[config.mk]
export PLATFORM = sky130hd
export DESIGN_NAME = fetch_unit_flat
export DESIGN_NICKNAME = d
export VERILOG_FILES = /design/src/rtl/fetch_unit_if.sv /design/src/rtl/fetch_unit.sv /design/src/flat_wrapper.sv
export SDC_FILE = /design/constraint.sdc
export NUM_CORES = 1
export LEC_CHECK = 0
export ABC_AREA = 1
export CORE_AREA = 3 3 101 103
export DETAILED_ROUTE_END_ITERATION = 10
export DIE_AREA = 0 0 104 106
export DONT_BUFFER_PORTS = 1
export GPL_ROUTABILITY_DRIVEN = 0
export HOLD_SLACK_MARGIN = 0.06
export PLACE_DENSITY_LB_ADDON = 0.05
export SYNTH_ARGS = -nofsm -noshare
export SYNTH_HDL_FRONTEND = slang
export SYNTH_SLANG_ARGS = --single-unit
[constraint.sdc]
create_clock -name clk -period 3.57 [get_ports clk]
set_input_delay 0.1785 -clock clk [delete_from_list [all_inputs] [get_ports clk]]
set_output_delay 0.1785 -clock clk [all_outputs]
set_load 0.02 [all_outputs]
[src/rtl/fetch_unit_if.sv]
`default_nettype none
// ============================================================================
//  Module      : fetch_unit_if
//  Description : Bundles the signals between the fetch stage and its
//                neighbours: the instruction ROM, the hazard and redirect
//                sources, and the IF/ID register it feeds.
//                  imem_addr     - word address to the instruction ROM
//                  imem_data     - instruction returned by the ROM
//                  stall         - freeze the PC and IF/ID
//                  branch_taken  - redirect to branch_target (top priority)
//                  branch_target - branch destination byte address
//                  jump          - redirect to jump_target
//                  jump_target   - jump destination byte address
//                  pc            - current PC register
//                  if_instr      - registered instruction
//                  if_pc4        - registered PC+4 of if_instr
//                  if_valid      - if_instr is real (0 = bubble)
//                  if_oob        - if_instr was fetched from outside the ROM
//                Modport slave is the fetch unit. Modport master is the
//                surrounding pipeline and ROM.
//  Revision    : 1.0 - initial release
// ============================================================================
interface fetch_unit_if #(
    parameter int IMEM_AW = 6
);
    logic [IMEM_AW-1:0] imem_addr;
    logic [31:0]        imem_data;
    logic               stall;
    logic               branch_taken;
    logic [31:0]        branch_target;
    logic               jump;
    logic [31:0]        jump_target;
    logic [31:0]        pc;
    logic [31:0]        if_instr;
    logic [31:0]        if_pc4;
    logic               if_valid;
    logic               if_oob;

    modport slave (
        output imem_addr,
        input  imem_data,
        input  stall,
        input  branch_taken,
        input  branch_target,
        input  jump,
        input  jump_target,
        output pc,
        output if_instr,
        output if_pc4,
        output if_valid,
        output if_oob
    );

    modport master (
        input  imem_addr,
        output imem_data,
        output stall,
        output branch_taken,
        output branch_target,
        output jump,
        output jump_target,
        input  pc,
        input  if_instr,
        input  if_pc4,
        input  if_valid,
        input  if_oob
    );
endinterface
`default_nettype wire

[src/rtl/fetch_unit.sv]
`default_nettype none
// ============================================================================
//  Module      : fetch_unit
//  Description : Instruction-fetch stage. Owns the PC, addresses the
//                word-addressed instruction ROM, and captures the returned
//                instruction into the IF/ID register.
//                Next-PC priority: reset > branch > jump > stall > PC+4.
//  Ports       : clk   - system clock, rising edge
//                rst_n - synchronous active-low reset
//                bus   - fetch_unit_if.slave (ROM, control, IF/ID outputs)
//  Revision    : 1.0 - initial release
// ============================================================================
module fetch_unit #(
    parameter logic [31:0] RESET_PC = 32'h0000_0000,
    parameter int          IMEM_AW  = 6
) (
    input  wire logic   clk,
    input  wire logic   rst_n,
    fetch_unit_if.slave bus
);

    logic [31:0] r_pc;
    logic [31:0] r_if_instr;
    logic [31:0] r_if_pc4;
    logic        r_if_valid;
    logic        r_if_oob;

    logic [31:0] w_pc_plus4;
    logic        w_oob;

    always_comb begin
        w_pc_plus4 = r_pc + 32'd4;
        // Any PC bit above the ROM word-address field means the ROM index
        // has aliased.
        w_oob      = (r_pc[31:IMEM_AW+2] != '0);
    end

    always_ff @(posedge clk) begin
        if (!rst_n) begin
            r_pc       <= RESET_PC;
            r_if_instr <= 32'h0000_0000;
            r_if_pc4   <= 32'h0000_0000;
            r_if_valid <= 1'b0;
            r_if_oob   <= 1'b0;
        end else if (bus.branch_taken || bus.jump) begin
            // Redirect squashes the wrong-path fetch even while stalled.
            // The branch wins when both redirects are raised together.
            r_pc       <= bus.branch_taken ? (bus.branch_target & ~32'h3)
                                           : (bus.jump_target   & ~32'h3);
            r_if_instr <= 32'h0000_0000;
            r_if_pc4   <= 32'h0000_0000;
            r_if_valid <= 1'b0;
            r_if_oob   <= 1'b0;
        end else if (!bus.stall) begin
            r_pc       <= w_pc_plus4;
            r_if_instr <= bus.imem_data;
            r_if_pc4   <= w_pc_plus4;
            r_if_valid <= 1'b1;
            r_if_oob   <= w_oob;
        end
    end

    assign bus.imem_addr = r_pc[IMEM_AW+1:2];
    assign bus.pc        = r_pc;
    assign bus.if_instr  = r_if_instr;
    assign bus.if_pc4    = r_if_pc4;
    assign bus.if_valid  = r_if_valid;
    assign bus.if_oob    = r_if_oob;

endmodule
`default_nettype wire

[src/flat_wrapper.sv]
// flat-port wrapper written by rule: the top's interface ports become plain ports
module fetch_unit_flat 
#(
    parameter logic [31:0] RESET_PC = 32'h0000_0000,
    parameter int          IMEM_AW  = 6
)
  (clk, rst_n, bus_imem_addr, bus_imem_data, bus_stall, bus_branch_taken, bus_branch_target, bus_jump, bus_jump_target, bus_pc, bus_if_instr, bus_if_pc4, bus_if_valid, bus_if_oob);
  fetch_unit_if #(.IMEM_AW(IMEM_AW)) bus_i ();
  input  wire logic clk;
  input  wire logic rst_n;
  output wire logic [$bits(bus_i.imem_addr)-1:0] bus_imem_addr;
  input wire logic [$bits(bus_i.imem_data)-1:0] bus_imem_data;
  input wire logic [$bits(bus_i.stall)-1:0] bus_stall;
  input wire logic [$bits(bus_i.branch_taken)-1:0] bus_branch_taken;
  input wire logic [$bits(bus_i.branch_target)-1:0] bus_branch_target;
  input wire logic [$bits(bus_i.jump)-1:0] bus_jump;
  input wire logic [$bits(bus_i.jump_target)-1:0] bus_jump_target;
  output wire logic [$bits(bus_i.pc)-1:0] bus_pc;
  output wire logic [$bits(bus_i.if_instr)-1:0] bus_if_instr;
  output wire logic [$bits(bus_i.if_pc4)-1:0] bus_if_pc4;
  output wire logic [$bits(bus_i.if_valid)-1:0] bus_if_valid;
  output wire logic [$bits(bus_i.if_oob)-1:0] bus_if_oob;
  assign bus_imem_addr = bus_i.imem_addr;
  assign bus_i.imem_data = bus_imem_data;
  assign bus_i.stall = bus_stall;
  assign bus_i.branch_taken = bus_branch_taken;
  assign bus_i.branch_target = bus_branch_target;
  assign bus_i.jump = bus_jump;
  assign bus_i.jump_target = bus_jump_target;
  assign bus_pc = bus_i.pc;
  assign bus_if_instr = bus_i.if_instr;
  assign bus_if_pc4 = bus_i.if_pc4;
  assign bus_if_valid = bus_i.if_valid;
  assign bus_if_oob = bus_i.if_oob;
  fetch_unit #(.RESET_PC(RESET_PC), .IMEM_AW(IMEM_AW)) u_core (.clk(clk), .rst_n(rst_n), .bus(bus_i));
endmodule
==> impl_metrics.env <==
export IMPL_cp_common_cell="nand2_1"
export IMPL_fp_dieH_um=106
export IMPL_die_x_um=104
export IMPL_synthTopCellsByCount="221 x nand2_1, 94 x dfxtp_1, 48 x nand3_1, 48 x nor2_1, 43 x a21oi_1"
export IMPL_busiest_layer="met2"
export IMPL_p_clk_share_pct=37.6
export IMPL_dpl_cell_area_um2=4630
export IMPL_path_clk_slew_ns=0.09
export IMPL_postRouteAntennaNets=0
export IMPL_grt_use_total_pct=24.9
export IMPL_synthTopCellsByArea="dfxtp_1 40%, nand2_1 18%, nand3_1 5.2%, a21oi_1 4.6%, nor2_1 3.9%"
export IMPL_std_cell_rows=35
export IMPL_cts_tree="yes"
export IMPL_powerDensity_nw_per_um2=421
export IMPL_synth_compound_area_share_pct=13.7
export IMPL_cp_max_fo=30
export IMPL_async_flop_share_pct=0
export IMPL_ff2ff_setup_slack_ns=1.50
export IMPL_outcome="completed"
export IMPL_yosysMostFrequentCell="nand2_1"
export IMPL_path_cells="dlygate4sd3_1, inv_1, nor2_1, nand2_1, nand2_1"
export IMPL_timing_final_ws_setup_ns=1.29
export IMPL_vias_per_cell=5.34
export IMPL_synth_top_family_by_area="simple AND/OR/NAND/NOR gates"
export IMPL_hold_end="u_core.bus.pc[28]$_SDFFE_PN0N_"
export IMPL_clock_root_buffer="clkbuf_8"
export IMPL_via_count=4455
export IMPL_synth_simple_area_share_pct=36.5
export IMPL_ios=205
export IMPL_maxSlewHeadroom_pct=20.0
export IMPL_arrival_ns=2.58
export IMPL_comb_power_share_pct=10.1
export IMPL_drt_iter0_drc=276
export IMPL_ys_seq_area_share_pct=40.3
export IMPL_hold_start="bus_jump_target[28]"
export IMPL_slew_viol_final=0
export IMPL_grt_max_degree=46
export IMPL_power_frac_seq_pct=52.4
export IMPL_drv_cap=0
export IMPL_detailedRoute_firstPassIterationCount=7
export IMPL_hold_path_class="primary input to flip-flop"
export IMPL_wl_per_cell_um=16.6
export IMPL_p_int_w=0.00166
export IMPL_synth_area_mux_share_pct=0
export IMPL_grt_pass1_wl_um=22300
export IMPL_tightest_slew_ns=1.20
export IMPL_finalNetCount=802
export IMPL_design_area_um2=5420
export IMPL_yosysTopAreaCell="dfxtp_1"
export IMPL_core_um2=9280
export IMPL_rsz0062_at_grt="no"
export IMPL_syn_area_per_cell_um2=6.97
export IMPL_finalSetupTns_ns=0
export IMPL_worst_path_largest_cell_delay_ns=1.33
export IMPL_cts_sinks=94
export IMPL_worstReg2RegEnd="u_core.bus.pc[22]$_SDFFE_PN0N_"
export IMPL_crit_path_start="rst_n"
export IMPL_r2r_start="u_core.bus.pc[2]$_SDFFE_PN0N_"
export IMPL_synth_cell_types=39
export IMPL_met2_usage_pct=43.1
export IMPL_clock_latency_ns=0.35
export IMPL_skew_ns=0.0102
export IMPL_numCtsBuffers=9
export IMPL_use_met3_pct=8.08
export IMPL_drive_above_1_share_pct=8.65
export IMPL_grt_pass1_vias=4356
export IMPL_drc=0
export IMPL_clock_fmax_mhz=439
export IMPL_endpoint_kind="flip-flop"
export IMPL_p_switching_w=0.000628
export IMPL_diodes=0
export IMPL_routed_wirelength_um=13800
export IMPL_synth_ff_type="dfxtp_1"
export IMPL_hpwl_um=9630
export IMPL_finalCritPeriodShare_pct=63.9
export IMPL_grt_ovfl_total=0
export IMPL_swShare_pct=27.5
export IMPL_synth_adder_area_share_pct=0.268
export IMPL_met1_usage_pct=30.0
export IMPL_portBuffers=0
export IMPL_worstPathRequired_ns=3.87
export IMPL_syn_cell_area_um2=4660
export IMPL_min_period_ns=2.28
export IMPL_antenna_found_initial=0
export IMPL_synth_xor_area_share_pct=0.376
export IMPL_start_util_pct=50.2
export IMPL_preCtsSetupSlack_ns=1.52
export IMPL_synth_edf_count=0
export IMPL_hold_viol=0
export IMPL_rr_worst_depth=10
export IMPL_clk_path_buf_depth=2
export IMPL_ys_warn_count=0
export IMPL_setup_viol=0
export IMPL_max_vdd_ir_drop_v=0.000287
export IMPL_slowest_stage="dlygate4sd3_1"
export IMPL_path_class="primary input to flip-flop"
export IMPL_cts_htree_levels=3
export IMPL_synth_seq_cells=94
export IMPL_die_area_um2=11000
export IMPL_setup_worst_path_start_class="primary input"
export IMPL_p_leak_nw=2.43
export IMPL_synthToLayoutAreaGrowth_pct=16.2
export IMPL_whs_path_depth=3
export IMPL_syn_inst=669
export IMPL_synth_top_area_share_pct=40.3
==> power groups by stage <==
stage	Sequential [W]	Combinational [W]	Clock (W)
after global routing	0.00120	0.000261	0.000908
final	0.00120	0.000230	0.000858
after detailed placement	0.00122	0.000169	0
after global placement	0.00122	0.000167	0
after floorplan	0.00119	0.000176	0
after CTS	0.00120	0.000230	0.000876
==> kinds of logic after synthesis <==
group | Yosys count
AOI/OAI and AO/OA | 114
xor gates and xnor gates | 2
adders and majority gates | 1
buffers and inverters | 87
DFF | 94
and+or+nand+nor | 370
other | 1
==> through the flow <==
step                utilization [%]  instances  total power [W]  hold slack (ns)
floorplan                         -        672          0.00137            0.310
global placement               49.8        764          0.00139            0.291
detailed placement             49.8        764          0.00139            0.291
CTS                            58.4        834          0.00230           0.0650
global route                   58.4        834          0.00237           0.0651
finish                         58.4        834          0.00228           0.0855
==> layer usage <==
layer / routed length (um) / up-vias
met1: 5650 / 2031
li1: - / 2226
met5: 0 / -
met4: 229 / 0
met2: 6700 / 178
met3: 1240 / 20
==> what timing repair did <==
action / in CTS / in global routing
hold buffers: 54 / 0
buffers inserted: 0 / 0
endpoints found under the hold margin: 81 / 0
resized for setup: 0 / 0
==> cell usage in the layout (no fill, tap or decap), types with 2 or more instances in the layout <==
cell,count
nand4_1,6
a21oi_1,43
o21ai_1,12
buf_4,2
nand3_2,7
bufinv_16,3
nand2_1,221
inv_6,2
clkbuf_8,9
a22o_1,10
nor4_1,3
inv_2,4
conb_1,4
nand3_1,48
nor2_4,7
dlygate4sd3_1,53
nor2_1,48
nor2_8,2
xor2_1,2
o21ai_0,32
o22ai_1,13
nand2_4,3
nor2_2,9
inv_1,42
o21ai_2,2
nor3_1,6
nand2_2,5
dfxtp_1,94
==> sequential cells by signal, indices dropped and copies added, names as in the netlist <==
register             flops
u_core.bus.if_instr     32
u_core.bus.if_oob        1
u_core.bus.if_pc4       30
u_core.bus.if_valid      1
u_core.bus.pc           30
==> layout make-up <==
class	instances	area (um2)
flip-flops and latches	94	1880
repair buffers	56	566
well taps	129	161
clock inverters	6	115
fillers	923	3860
inverters	48	181
clock buffers	10	128
multi-input cells	491	2390
==> how the worst max path moves through the flow <==
| stage | endpoint | slack, ns | cells after the start |
|---|---|---|---|
| 2_1_floorplan | u_core.bus.pc[28]$_SDFFE_PN0N_ | 1.93 | 10 |
| 3_3_place_gp | u_core.bus.if_pc4[11]$_SDFFE_PP0N_ | 1.52 | 8 |
| 3_5_place_dp | u_core.bus.pc[22]$_SDFFE_PN0N_ | 1.52 | 10 |
| 4_1_cts | u_core.bus.if_pc4[14]$_SDFFE_PP0N_ | 1.32 | 5 |
| 5_1_grt | u_core.bus.if_pc4[20]$_SDFFE_PP0N_ | 1.01 | 5 |
| 6_report | u_core.bus.if_pc4[14]$_SDFFE_PP0N_ | 1.29 | 5 |
==> critical path, delay by kind of cell <==
kind	cells	cell delay (ns)
buffers and inverters	2	1.46
and+or+nand+nor	3	0.92
(Power assumes the default switching activity.)
